[config.mk]
export PLATFORM = sky130hd
export DESIGN_NAME = mem_data_port_flat
export DESIGN_NICKNAME = d
export VERILOG_FILES = /design/src/rtl/cpu_defs_pkg.sv /design/src/rtl/mem_data_port_if.sv /design/src/rtl/mem_align.sv /design/src/rtl/mem_data_port.sv /design/src/flat_wrapper.sv
export SDC_FILE = /design/constraint.sdc
export NUM_CORES = 1
export LEC_CHECK = 0
export ABC_AREA = 1
export CORE_UTILIZATION = 50
export DETAILED_ROUTE_END_ITERATION = 8
export GPL_TIMING_DRIVEN = 1
export PLACE_DENSITY = 0.94
export SYNTH_ARGS = -nofsm -noshare
export SYNTH_HDL_FRONTEND = slang
export SYNTH_HIERARCHICAL = 1
export SYNTH_SLANG_ARGS = --single-unit
[constraint.sdc]
create_clock -name clk -period 2.84 [get_ports clk]
set_input_delay 0.284 -clock clk [delete_from_list [all_inputs] [get_ports clk]]
set_output_delay 0.284 -clock clk [all_outputs]
set_load 0.1 [all_outputs]
[src/rtl/cpu_defs_pkg.sv]
// Shared definitions for the data-side memory port: mem_op encodings,
// bus size codes and the port FSM state type.
package cpu_defs_pkg;

  localparam logic [5:0] MEM_LB  = 6'd1;
  localparam logic [5:0] MEM_LBU = 6'd2;
  localparam logic [5:0] MEM_LH  = 6'd3;
  localparam logic [5:0] MEM_LHU = 6'd4;
  localparam logic [5:0] MEM_LW  = 6'd5;
  localparam logic [5:0] MEM_SB  = 6'd6;
  localparam logic [5:0] MEM_SH  = 6'd7;
  localparam logic [5:0] MEM_SW  = 6'd8;

  localparam logic [1:0] SIZE_BYTE = 2'd0;
  localparam logic [1:0] SIZE_HALF = 2'd1;
  localparam logic [1:0] SIZE_WORD = 2'd2;

  typedef enum logic [2:0] {
    MDP_IDLE,
    MDP_WAIT_ADDR,
    MDP_WAIT_DATA,
    MDP_DONE,
    MDP_DISCARD
  } mdp_state_t;

  function automatic logic [1:0] op_size(input logic [5:0] op);
    case (op)
      MEM_LB, MEM_LBU, MEM_SB: op_size = SIZE_BYTE;
      MEM_LH, MEM_LHU, MEM_SH: op_size = SIZE_HALF;
      default:                 op_size = SIZE_WORD;
    endcase
  endfunction

endpackage

[src/rtl/mem_data_port_if.sv]
// sram-like data bus between the M-stage port (master) and the data cache (slave).
interface mem_data_port_if;
  // Handshake: data_req with its fields stays asserted and stable until the cycle
  // data_addr_ok is high (accept); data_data_ok later marks read data / write ack,
  // with at most one accepted request outstanding.
  logic        data_req;
  logic        data_wr;
  logic [1:0]  data_size;
  logic [31:0] data_addr;
  logic [3:0]  data_wstrb;
  logic [31:0] data_wdata;
  logic        data_addr_ok;
  logic        data_data_ok;
  logic [31:0] data_rdata;

  modport master (
    output data_req, data_wr, data_size, data_addr, data_wstrb, data_wdata,
    input  data_addr_ok, data_data_ok, data_rdata
  );

  modport slave (
    input  data_req, data_wr, data_size, data_addr, data_wstrb, data_wdata,
    output data_addr_ok, data_data_ok, data_rdata
  );
endinterface

[src/rtl/mem_align.sv]
// Combinational byte-lane logic: store strobes/replicated write data and
// load byte/half extraction with sign or zero extension.
module mem_align
  import cpu_defs_pkg::*;
(
  input  logic [5:0]  st_op,
  input  logic [1:0]  st_off,
  input  logic [31:0] st_data,
  input  logic [5:0]  ld_op,
  input  logic [1:0]  ld_off,
  input  logic [31:0] rdata,
  output logic [3:0]  wstrb,
  output logic [31:0] wdata,
  output logic [31:0] ld_data
);

  logic [31:0] shifted;

  always_comb begin
    wstrb = 4'b0000;
    wdata = st_data;
    case (st_op)
      MEM_SB: begin
        wstrb = 4'b0001 << st_off;
        wdata = {4{st_data[7:0]}};
      end
      MEM_SH: begin
        wstrb = st_off[1] ? 4'b1100 : 4'b0011;
        wdata = {2{st_data[15:0]}};
      end
      MEM_SW: wstrb = 4'b1111;
      default: ;
    endcase
  end

  // Read data arrives word-aligned; bring the addressed lane down to bit 0.
  assign shifted = rdata >> {ld_off, 3'b000};

  always_comb begin
    ld_data = shifted;
    case (ld_op)
      MEM_LB:  ld_data = {{24{shifted[7]}}, shifted[7:0]};
      MEM_LBU: ld_data = {24'd0, shifted[7:0]};
      MEM_LH:  ld_data = {{16{shifted[15]}}, shifted[15:0]};
      MEM_LHU: ld_data = {16'd0, shifted[15:0]};
      default: ;
    endcase
  end

endmodule

[src/rtl/mem_data_port.sv]
// M-stage data port: issues one sram-like request per memory instruction,
// stalls the pipeline until it completes and returns extended load data.
module mem_data_port
  import cpu_defs_pkg::*;
(
  input  logic        clk,
  input  logic        rst,
  input  logic        M_mem_en,
  input  logic        M_mem_ren,
  input  logic        M_mem_wen,
  input  logic [5:0]  M_mem_op,
  input  logic [31:0] M_mem_addr,
  input  logic [31:0] M_mem_wdata,
  input  logic        M_cancel,
  input  logic        flush,
  input  logic        stall_other,
  output logic        mem_stall,
  output logic [31:0] M_mem_rdata,
  mem_data_port_if.master bus,
  output mdp_state_t  dbg_state
);

  mdp_state_t  state_q, state_d;
  logic        issue, capture, flush_seen_q;
  logic        wr_q, ren_q;
  logic [1:0]  size_q;
  logic [31:0] addr_q, wdata_q, rdata_q;
  logic [3:0]  wstrb_q;
  logic [5:0]  op_q;
  logic [3:0]  st_wstrb;
  logic [31:0] st_wdata, ld_data;

  mem_align u_align (
    .st_op   (M_mem_op),
    .st_off  (M_mem_addr[1:0]),
    .st_data (M_mem_wdata),
    .ld_op   (op_q),
    .ld_off  (addr_q[1:0]),
    .rdata   (bus.data_rdata),
    .wstrb   (st_wstrb),
    .wdata   (st_wdata),
    .ld_data (ld_data)
  );

  assign issue   = (state_q == MDP_IDLE) & M_mem_en & ~M_cancel & ~flush;
  assign capture = (state_q == MDP_WAIT_DATA) & bus.data_data_ok & stall_other & ~flush;
  assign dbg_state = state_q;

  always_ff @(posedge clk) begin
    if (rst) begin
      state_q      <= MDP_IDLE;
      flush_seen_q <= 1'b0;
      wr_q         <= 1'b0;
      ren_q        <= 1'b0;
      size_q       <= 2'd0;
      addr_q       <= 32'd0;
      wstrb_q      <= 4'd0;
      wdata_q      <= 32'd0;
      op_q         <= 6'd0;
      rdata_q      <= 32'd0;
    end else begin
      state_q <= state_d;
      // A flush seen while the request waits for accept must still drain its response.
      flush_seen_q <= (state_q == MDP_WAIT_ADDR) & ~bus.data_addr_ok & (flush_seen_q | flush);
      if (issue) begin
        wr_q    <= M_mem_wen;
        ren_q   <= M_mem_ren;
        size_q  <= op_size(M_mem_op);
        addr_q  <= M_mem_addr;
        wstrb_q <= st_wstrb;
        wdata_q <= st_wdata;
        op_q    <= M_mem_op;
      end
      if (capture) rdata_q <= ld_data;
    end
  end

  always_comb begin
    state_d = state_q;
    case (state_q)
      MDP_IDLE:
        if (issue) state_d = bus.data_addr_ok ? MDP_WAIT_DATA : MDP_WAIT_ADDR;
      MDP_WAIT_ADDR:
        if (bus.data_addr_ok) state_d = (flush_seen_q | flush) ? MDP_DISCARD : MDP_WAIT_DATA;
      MDP_WAIT_DATA:
        if (bus.data_data_ok) state_d = (stall_other & ~flush) ? MDP_DONE : MDP_IDLE;
        else if (flush)       state_d = MDP_DISCARD;
      MDP_DONE:
        if (~stall_other | flush) state_d = MDP_IDLE;
      MDP_DISCARD:
        if (bus.data_data_ok) state_d = MDP_IDLE;
      default: state_d = MDP_IDLE;
    endcase
  end

  always_comb begin
    bus.data_req   = ~rst & (issue | (state_q == MDP_WAIT_ADDR));
    bus.data_wr    = (state_q == MDP_IDLE) ? M_mem_wen          : wr_q;
    bus.data_size  = (state_q == MDP_IDLE) ? op_size(M_mem_op)  : size_q;
    bus.data_addr  = (state_q == MDP_IDLE) ? M_mem_addr         : addr_q;
    bus.data_wstrb = (state_q == MDP_IDLE) ? st_wstrb           : wstrb_q;
    bus.data_wdata = (state_q == MDP_IDLE) ? st_wdata           : wdata_q;
    mem_stall = ~rst & (issue | (state_q == MDP_WAIT_ADDR) |
                        ((state_q == MDP_WAIT_DATA) & ~bus.data_data_ok) |
                        (state_q == MDP_DISCARD));
    M_mem_rdata = 32'd0;
    if (~rst & ren_q) begin
      if ((state_q == MDP_WAIT_DATA) & bus.data_data_ok) M_mem_rdata = ld_data;
      else if (state_q == MDP_DONE)                     M_mem_rdata = rdata_q;
    end
  end

endmodule
[src/flat_wrapper.sv]
// flat-port wrapper written by rule: the top's interface ports become plain ports
module mem_data_port_flat import cpu_defs_pkg::*;
  (clk, rst, M_mem_en, M_mem_ren, M_mem_wen, M_mem_op, M_mem_addr, M_mem_wdata, M_cancel, flush, stall_other, mem_stall, M_mem_rdata, dbg_state, bus_data_req, bus_data_wr, bus_data_size, bus_data_addr, bus_data_wstrb, bus_data_wdata, bus_data_addr_ok, bus_data_data_ok, bus_data_rdata);
  mem_data_port_if bus_i ();
  input  logic clk;
  input  logic rst;
  input  logic M_mem_en;
  input  logic M_mem_ren;
  input  logic M_mem_wen;
  input  logic [5:0] M_mem_op;
  input  logic [31:0] M_mem_addr;
  input  logic [31:0] M_mem_wdata;
  input  logic M_cancel;
  input  logic flush;
  input  logic stall_other;
  output logic mem_stall;
  output logic [31:0] M_mem_rdata;
  output mdp_state_t dbg_state;
  output wire logic [$bits(bus_i.data_req)-1:0] bus_data_req;
  output wire logic [$bits(bus_i.data_wr)-1:0] bus_data_wr;
  output wire logic [$bits(bus_i.data_size)-1:0] bus_data_size;
  output wire logic [$bits(bus_i.data_addr)-1:0] bus_data_addr;
  output wire logic [$bits(bus_i.data_wstrb)-1:0] bus_data_wstrb;
  output wire logic [$bits(bus_i.data_wdata)-1:0] bus_data_wdata;
  input wire logic [$bits(bus_i.data_addr_ok)-1:0] bus_data_addr_ok;
  input wire logic [$bits(bus_i.data_data_ok)-1:0] bus_data_data_ok;
  input wire logic [$bits(bus_i.data_rdata)-1:0] bus_data_rdata;
  assign bus_data_req = bus_i.data_req;
  assign bus_data_wr = bus_i.data_wr;
  assign bus_data_size = bus_i.data_size;
  assign bus_data_addr = bus_i.data_addr;
  assign bus_data_wstrb = bus_i.data_wstrb;
  assign bus_data_wdata = bus_i.data_wdata;
  assign bus_i.data_addr_ok = bus_data_addr_ok;
  assign bus_i.data_data_ok = bus_data_data_ok;
  assign bus_i.data_rdata = bus_data_rdata;
  mem_data_port u_core (.clk(clk), .rst(rst), .M_mem_en(M_mem_en), .M_mem_ren(M_mem_ren), .M_mem_wen(M_mem_wen), .M_mem_op(M_mem_op), .M_mem_addr(M_mem_addr), .M_mem_wdata(M_mem_wdata), .M_cancel(M_cancel), .flush(flush), .stall_other(stall_other), .mem_stall(mem_stall), .M_mem_rdata(M_mem_rdata), .bus(bus_i), .dbg_state(dbg_state));
endmodule
==> Word-level counts from Yosys, hierarchy flattened <==
Cells that the tools add are included.
{ "classes": {"eq_ne": 20, "n_mux": 23, "reduce_logical": 4, "bitwise_logic": 24, "n_shift": 2} }
{ "ops": {"columns": ["cell", "n"], "rows": [
  ["$mux W32", 5],
  ["$pmux W32 S4", 1],
  ["$pmux W32 S2", 1],
  ["$shr A32 B5 Y32", 1],
  ["$eq A6 B2 Y1 const B", 4],
  ["$eq A6 B3 Y1 const B", 4],
  ["$mux W3", 7],
  ["$pmux W3 S5", 1],
  ["$and A1 B1 Y1", 13],
  ["$eq A6 B1 Y1 const B", 2],
  ["$pmux W4 S3", 1],
  ["$mux W4", 2],
  ["$eq A3 B2 Y1 const B", 2],
  ["$eq A6 B4 Y1 const B", 1],
  ["$mux W2", 3],
  ["$not A1 Y1", 6],
  ["$reduce_or A3 Y1", 2],
  ["$or A1 B1 Y1", 5],
  ["$reduce_and A5 Y1", 1],
  ["$ne A2 B1 Y1 const B", 2],
  ["$ne A2 B2 Y1 const B", 2],
  ["$pmux W2 S2", 1],
  ["$shl A1 B2 Y4 const A", 1],
  ["$eq A3 B1 Y1 const B", 1],
  ["other kinds (4)", 4]
]} }
{ "word_totals": {"reg_bits": 114, "input_bits": 112, "elab_cells": 83} }

==> Logic depth before layout (Yosys ltp) <==
{ "depth": {"ltp_word": 8, "depth_mapped": 10, "mapped_depth_nobuf": 9} }

==> Cells and area by module <==
Netlist, hierarchy kept.
{ "modules_own_cells": {"columns": ["mod", "cells_each", "instances", "area_per_inst_um2", "seq_area_each_um2"], "rows": [
  ["mem_data_port", 814, 1, 5455.2, 2282.2],
  ["mem_align", 320, 1, 1535.2, 0.0]
]} }

==> Worst setup path before layout <==
Ideal clock, no wire load.
{ "synth_timing": {"kind": "register to output", "start": "register u_core.state_q[2] (netlist: u_core/dbg_state[2])", "end": "output port bus_data_addr[10]", "arrival_time_ps": 3866, "path_stages_with_launch": 7, "path_slack_ps": -1310, "path_cell_list": "dfxtp_1 inv_2 nand2_4 inv_2 buf_2 clkbuf_1 o21ai_0"} }
{ "synth_between": {"elab_chain_len": 2} }
{ "synth_rtl": {"columns": ["item", "line_no", "text"], "rows": [
  ["from (decl)", "mem_data_port.sv:23", "mdp_state_t state_q, state_d;"],
  ["from (signal assigned)", "mem_data_port.sv:62", "state_q <= state_d;"],
  ["$logic_not A3 Y1", "mem_data_port.sv:100", "bus.data_addr = (state_q == MDP_IDLE) ? M_mem_addr : addr_q;"],
  ["$mux W32", "mem_data_port.sv:100", null],
  ["to (decl)", "flat_wrapper.sv:22", "output wire logic [$bits(bus_i.data_addr)-1:0] bus_data_addr;"]
]} }
No other way between the ends.

==> Worst setup path after layout <==
{ "layout_timing": {"start": "register u_core.state_q[1] (netlist: u_core/dbg_state[1])", "end": "output port bus_data_wdata[30]"} }
{ "layout_between": {"elab_chain_len": 2} }
{ "layout_rtl": {"columns": ["item", "line_no", "text"], "rows": [
  ["$logic_not A3 Y1", "mem_data_port.sv:102", "bus.data_wdata = (state_q == MDP_IDLE) ? st_wdata : wdata_q;"],
  ["$mux W32", "mem_data_port.sv:102", null],
  ["to (decl)", "flat_wrapper.sv:24", "output wire logic [$bits(bus_i.data_wdata)-1:0] bus_data_wdata;"]
]} }
No other way between the ends.

==> out/results.ini <==
[cells_and_area]
area_growth_pct=59.5
antenna_cells=0
most-common-layout-cells=269 x nand2_1, 135 x o21ai_0, 116 x nor2_1
layout.nets=1421
final_common_cell=nand2_1
final_cell_area_mm2=0.0111
post_route_cells_drive_above_1_share=0.202

[setup_path]
critPathLaunchType=register
cp_max_fo=33
startpoint=u_core/dbg_state[1]
critical_path_class=reg2out
r2r_start=u_core/dbg_state[1]
arrival_ns=2.46
endpoint_kind=output port
reg2reg_slack_ns=0.67
reg2regPathDepth=7
worst_r2r_endpoint=u_core/addr_q[15]
critPathCapture=bus_data_wdata[30]
crit_required_ns=2.56

[detailed_routing]
drc=0
routedWlPerCell_um=18.0
wl_um=26900
ant_nets=0
dr_total_vias=8935
dr.first_iter.drc_count=1354
drt-pass1-iter-count=7
via_per_inst=5.97

[run_status]
outcome=finished, final reports clean

[yosys]
syn-num-nets=1246
ys_seq_elements=114
yosysSeqAreaShare=0.326
ys_warn_count=6
async_flop_share=0
synth-edff-count=0
yosysUniqueCellTypes=27
syn_area_mm2=0.00699
synth_area_per_cell_um2=6.16
synth_cells=1134
synthFlopType=dfxtp_1

[sta]
fin_worst_skew_ns=0.00644
slew_violations=0
setup_viol=0
period_share=0.967
fin_crit_ns=2.75
grt_setup_unrepaired=no
hold_viol_final=0
tightest_slew_ns=1.02
slew_headroom=0.317
layout_setup_ws_ns=0.0930
max_freq_ghz=0.364

[clock_network]
clk_pin_slew_ns=0.05
clkLatencyLatePin_ns=0.42
htreeDepth=4
cts_root_buf=clkbuf_16
cts_buffer_depth=2
cts_tree=built
cts_inserted_buffers=17
clock_sinks=114
ctsHoldBuffers=0
cts_setup_buffers=0
postCtsResizedCells=0

[floorplanning]
die_area_mm2=0.0145
start_util=0.520
num_io_pins=220
die_w_um=120
fp.coreArea_mm2=0.0135
rows=42
die_y_um=120

[power]
seq_power_share=0.141
p_per_area_mw_per_mm2=1200
ir_drop_v=0.00163
p_switching_uw=7590
finalPower_uw=13400
p_leak_uw=0.00446
comb_power_share=0.697
p_sw_frac=0.567
intPower_uw=5800
clkPwrFrac=0.162

[placed_design]
port_buffers=219
dp_hpwl_um=17800
post-place-ws_ns=0.394
placed_cell_area_mm2=0.0106
gp_congestion=0.926

[global_routing]
grt_pass1_vias=8547
grt_max_degree=114
antenna_found_initial=0
grt_pass1_wl_um=42200
grt_remaining_overflow=0
track_usage=0.367

[worst_hold_path]
hold_class=reg2reg

[run]
cap_violations=0

worst min-delay path by stage:
stage,startpoint,endpoint,slack (ns),depth (start not counted)
CTS,M_mem_ren,u_core/ren_q,0.45,3
floorplan,rst,u_core/flush_seen_q,0.36,1
detailed placement,u_core/wdata_q[30],u_core/wdata_q[30],0.45,2
finish,u_core/wdata_q[16],u_core/wdata_q[16],0.45,2
global placement,u_core/wdata_q[17],u_core/wdata_q[17],0.44,2
global route,u_core/wdata_q[16],u_core/wdata_q[16],0.47,2
synthesized netlist by cell type, types with 12 or more instances:
master	instances	share of area
a21oi_1	109	0.078
nor3_1	12	0.0086
o21ai_0	204	0.15
nand2_1	270	0.14
inv_1	111	0.060
buf_2	21	0.015
buf_4	14	0.015
clkbuf_1	34	0.018
nand3_2	12	0.017
dfxtp_1	114	0.33
nor2_1	117	0.063
nand3_1	62	0.044
layer usage:
metal  track usage  vias up  share of wire
met3        0.0943      159           0.11
met1         0.416     4046           0.35
li1              -     4029              -
met4         0.192        0          0.052
met5             0        -              0
met2         0.633      701           0.48
final cells by class:
cell class	instances	area, um2
timing repair buffer	242	3210
clock buffer	22	464
multi-input combinational	818	4400
clock inverter	9	131
fill	746	2310
inverter	116	439
tap	176	220
sequential	114	2280
flip-flops by register name, summed over array words and instances (netlist names):
signal               count
u_core/addr_q           32
u_core/dbg_state         3
u_core/flush_seen_q      1
u_core/op_q              6
u_core/rdata_q          32
u_core/ren_q             1
u_core/size_q            2
u_core/wdata_q          32
u_core/wr_q              1
u_core/wstrb_q           4
power groups by stage:
stage | Sequential, uW | Combinational, uW | Clock, uW
3_3_place_gp | 1900 | 9060 | 0
6_report | 1880 | 9330 | 2170
2_1_floorplan | 2020 | 6280 | 0
4_1_cts | 1880 | 9270 | 2190
5_1_grt | 1900 | 9610 | 2270
3_5_place_dp | 1910 | 9170 | 0
critical path, stage by stage, from the launching register on:
cell and delay, ns:
dfxtp_1 0.39, nor2_4 0.19, nand2_4 0.14, inv_4 0.36
buf_4 0.37, nand2_1 0.13, o21ai_1 0.22, buf_12 0.22
cell families after synthesis:
logic type,after synthesis,share of synthesized area
simple gates,490,0.300
compound gates,328,0.241
buf+inv,202,0.133
flops,114,0.326
metrics by stage:
step	utilization	instances	setup TNS (ns)	hold WS (ns)
after floorplan	-	1134	-26.57	0.363
after global placement	0.784	1466	0	0.439
after detailed placement	0.784	1466	0	0.448
after CTS	0.829	1497	0	0.449
after global routing	0.829	1497	0	0.471
final	0.829	1497	0	0.454
No activity file was read; power rests on OpenSTA's default activity.
